**config.mk**
```make
export PLATFORM = sky130hd
export DESIGN_NAME = quad_word_gather
export DESIGN_NICKNAME = d
export VERILOG_FILES = /design/src/rtl/quad_word_gather.sv
export SDC_FILE = /design/constraint.sdc
export NUM_CORES = 1
export LEC_CHECK = 0
export BUFFER_PORTS_ARGS = -buffer_cell sky130_fd_sc_hd__buf_2
export CAP_MARGIN = 20
export CORE_ASPECT_RATIO = 1.4
export CORE_MARGIN = 2
export CORE_UTILIZATION = 35
export DETAILED_ROUTE_END_ITERATION = 16
export HOLD_SLACK_MARGIN = 0.15
export SYNTH_ARGS = -nofsm -noshare
export SYNTH_HDL_FRONTEND = slang
export SYNTH_SLANG_ARGS = --single-unit
```
**constraint.sdc**
```tcl
create_clock -name clk -period 1.7 [get_ports clk]
set_input_delay 0.085 -clock clk [delete_from_list [all_inputs] [get_ports clk]]
set_output_delay 0.085 -clock clk [all_outputs]
set_load 0.05 [all_outputs]
```
**src/rtl/quad_word_gather.sv**
```systemverilog
// rtl/quad_word_gather.sv - gathers four serial words into one parallel four-lane group
module quad_word_gather #(
    parameter int WIDTH = 32
) (
    input  logic             clk,
    input  logic             rst_n,
    input  logic [WIDTH-1:0] in_data,
    input  logic             in_valid,
    output logic             in_ready,
    input  logic             flush,
    output logic [WIDTH-1:0] out_1,
    output logic [WIDTH-1:0] out_2,
    output logic [WIDTH-1:0] out_3,
    output logic [WIDTH-1:0] out_4,
    output logic             out_valid,
    input  logic             out_ready,
    output logic [2:0]       count
);

    typedef enum logic {
        COLLECT = 1'b0,
        FULL    = 1'b1
    } state_t;

    state_t state;

    logic in_xfer;
    logic out_xfer;

    // A full group can be replaced in the same cycle it drains, so input
    // readiness in FULL follows the downstream enable.
    always_comb begin
        out_valid = (state == FULL);
        in_ready  = (state == COLLECT) || out_ready;
        in_xfer   = in_valid && in_ready;
        out_xfer  = out_valid && out_ready;
    end

    // Group assembly: lane selection by count, drain/refill when FULL, flush overrides all.
    always_ff @(posedge clk or negedge rst_n) begin
        if (!rst_n) begin
            state <= COLLECT;
            count <= 3'd0;
            out_1 <= '0;
            out_2 <= '0;
            out_3 <= '0;
            out_4 <= '0;
        end else if (flush) begin
            state <= COLLECT;
            count <= 3'd0;
        end else begin
            case (state)
                COLLECT: begin
                    if (in_xfer) begin
                        case (count[1:0])
                            2'd0:    out_1 <= in_data;
                            2'd1:    out_2 <= in_data;
                            2'd2:    out_3 <= in_data;
                            default: out_4 <= in_data;
                        endcase
                        count <= count + 3'd1;
                        if (count == 3'd3) begin
                            state <= FULL;
                        end
                    end
                end
                FULL: begin
                    if (out_xfer) begin
                        state <= COLLECT;
                        if (in_xfer) begin
                            out_1 <= in_data;
                            count <= 3'd1;
                        end else begin
                            count <= 3'd0;
                        end
                    end
                end
                default: begin
                    state <= COLLECT;
                    count <= 3'd0;
                end
            endcase
        end
    end

endmodule

```
==> summary.txt <==
Outcome
  • Status: finished, final reports clean

Power and ir drop
  • Worst VDD drop: around 0.00094 V
  • Sw power: 5.390 mW
  • Power Dens Cells: 1743 mW/mm^2
  • Clk pwr share: 0.290
  • Internal: around 7.8 mW
  • Switching Fraction: 0.4098
  • Seq pwr share: 0.331
  • Combinational Power Share: 0.380
  • Lkg Pwr: roughly 3.7 nW

Timing
  • Slew HR: 0.6224
  • Min Tclk post-route: around 1.7 ns
  • Final Hold Viols: 0
  • RSZ-0062 raised after global routing: yes
  • Worst hold slack: 0.2321 ns
  • Setup TNS: 0 ns
  • Period utilization: 0.9905
  • Worst-margin pin slew: 0.5521 ns
  • Clock Skews: 0.006469 ns
  • Final setup violation count: 0
  • Final Max Tran Viols: 0
  • Fmax: 593.9 MHz

Floorplan
  • Die ar.: approximately 0.016 sq mm
  • Die H: 147.2 um
  • I/O Pins: 170
  • Core area: approximately 0.014 sq mm
  • Starting density of the core: 0.3565
  • FP Rows: 52
  • DIE WIDTH: 106.3 um

Global routing
  • Total GRT Usage: 0.1604
  • Antenna violations before repair: 0
  • GR Overflow Total: 0
  • First-pass GRT wire length: 19440 um
  • Pin count of the biggest net entering global routing: 67
  • Vias in the first global route: roughly 3700

Clock network
  • Worst skew pair latency: around 0.4 ns
  • H-tree levels: 4
  • Worst-path clk slew: ~0.06 ns
  • CTS tree: yes
  • Clock sinks: roughly 130
  • Num CTS Buffers: 17
  • CTS Buffer Depth: 2
  • CTS root buf: clkbuf_16

Critical path
  • CP Data Arrival Time: roughly 2 ns
  • Reg2Reg Setup Slack: roughly 0.016 ns
  • FF-to-FF End: out_1[22]
  • R2R cell count: 7
  • Buf+Inv Stages, Crit Path: 3
  • Worst Path Max Fanout: 7
  • FF-to-FF Start: count[1]
  • Crit Path Class: flip-flop to flip-flop
  • Setup crit start kind: flip-flop
  • Crit-path max cell delay: approximately 0.40 ns
  • Levels on crit path: 7
  • Setup crit end kind: flip-flop
  • Critical path's slowest cell: dfrtp_2
  • WP data required: ~2 ns
  • Worst path cell trace: inv_2, ha_4, mux2i_4, nor3b_4, buf_6, clkbuf_16, mux2_4
  • CP delay by family, top: buffers and inverters

Detailed routing
  • # DRC: 0
  • Iter 0 DRT Violations: between 70 and 80
  • Final ANT Viol Nets: 0
  • Drt wl/cell: ~17 um
  • Detailed Routing Iterations Pass 1: 4
  • Total detailed-routing wirelength: around 13000 um
  • Vias per cell: 4.568
  • Vias: approximately 3400

Cells and area
  • N_diodes: 0
  • Most frequent cells in the layout: 168 x buf_2, 129 x dfrtp_1, 111 x mux2_2
  • P&R area growth vs syn: 47.18%
  • Fillers: 1214
  • Commonest non-fill, non-tap cell in the layout: buf_2
  • Utilization after layout: 0.5247
  • NumNets Final: approximately 580
  • Share of layout cells above drive strength 1: 0.6679
  • Final instance area: about 0.0075 sq mm

Logic synthesis
  • Synth cell types: 18
  • Post-synthesis sequential area ratio: 0.6444
  • Mapped Area: roughly 0.005 sq mm
  • FF+latch count, synth: approximately 130
  • Syn_area_per_cell: roughly 17 sq um
  • Syn Nets: between 300 and 400
  • Yosys warns: 0
  • Cells after synthesis: 300

Place
  • Placed cell areas: 0.006311 sq mm
  • Routability Congestion: about 0.74
  • Detailed placer's ending HPWL: 8270 um
  • IO buf count: between 150 and 200

Worst hold path
  • Hold WC Path Type: input port to async pin

Flow run
  • Max cap viols: 0
-- layer usage --
| layer | wire length [um] | up-vias | track usage |
|---|---|---|---|
| li1 | - | 1530 | - |
| met3 | 574 | 15 | 0.03949 |
| met4 | 206 | 0 | 0.06645 |
| met2 | 6776 | 102 | 0.2856 |
| met1 | 5202 | 1706 | 0.1817 |
| met5 | 0 | - | 0 |
-- how the worst max path moves through the flow --
| stage | start | endpoint |
|---|---|---|
| finish | count[1] | out_1[22] |
| floorplan | count[0] | out_1[0] |
| global placement | count[0] | out_1[8] |
| detailed placement | count[0] | out_1[17] |
| CTS | count[0] | out_1[21] |
| global route | count[1] | out_1[22] |
-- sequential cells by signal (all words and copies together), names as in the netlist --
| register | flops |
|---|---|
| out_1 | 32 |
| out_4 | 32 |
| out_2 | 32 |
| out_valid | 1 |
| out_3 | 32 |
| count | 3 |
-- logic make-up after synthesis --
group	count (synthesis)	synth area share
buffers and inverters	16	0.02929
multiplexers	130	0.2851
adder cells (fa/ha/maj)	6	0.01464
AO/OA/AOI/OAI	5	0.006836
flip-flops	132	0.6444
AND/OR/NAND/NOR	11	0.01977
-- cell usage after synthesis, drive strengths merged --
library cell  number  area share
or2b               1      0.0015
buf               12       0.026
nand2b             1      0.0027
nor3b              4      0.0098
clkbuf             1     0.00073
nor2               2      0.0015
a22oi              1      0.0015
nand2              1     0.00073
dfrtp            132        0.64
and3b              1      0.0020
and2b              1      0.0017
mux2i              2      0.0039
ha                 6       0.015
a2bb2oi            1      0.0017
mux2             128        0.28
a21oi              2      0.0020
a2111oi            1      0.0017
inv                3      0.0022
-- area by class of cell --
class	count	area, sq um	share of cell area
multi-input combinational	152	1787	0.2368
clock buffer	21	480.5	0.06368
inverter	3	11.26	0.001493
tap	189	236.5	0.03134
clock inverter	11	150.1	0.01990
timing repair buffer	226	1573	0.2085
sequential	132	3307	0.4383
-- power by group through the flow --
stage	logic (mW)	registers (mW)	clock network (mW)
final	4.99	4.35	3.81
after global routing	5.18	4.45	4.06
after CTS	4.92	4.35	3.90
after detailed placement	4.85	4.40	0
after global placement	4.80	4.37	0
after floorplan	0.784	7.19	0
-- per-stage QoR --
stage | worst slack, ns | std cells | power (mW)
final | 0.01614 | 734 | 13.15
after detailed placement | 0.007689 | 658 | 9.246
after floorplan | -0.1437 | 300 | 7.977
after global placement | 0.04950 | 658 | 9.171
after CTS | 0.008829 | 726 | 13.17
after global routing | -0.04831 | 734 | 13.69
-- tightest hold or removal path, stage by stage --
cell and delay (ns):
dlygate4sd3_1 0.53, buf_4 0.14, buf_12 0.29
-- repair_timing --
| action | in CTS | in global routing |
|---|---|---|
| hold endpoints to repair | 264 | 0 |
| pin swaps | 1 | 2 |
| gates cloned | 0 | 5 |
| hold buffers | 36 | 0 |
| setup buffers | 0 | 3 |
| setup endpoints to repair | 5 | 34 |
| resized for setup | 0 | 23 |
(Power assumes the default switching activity.)
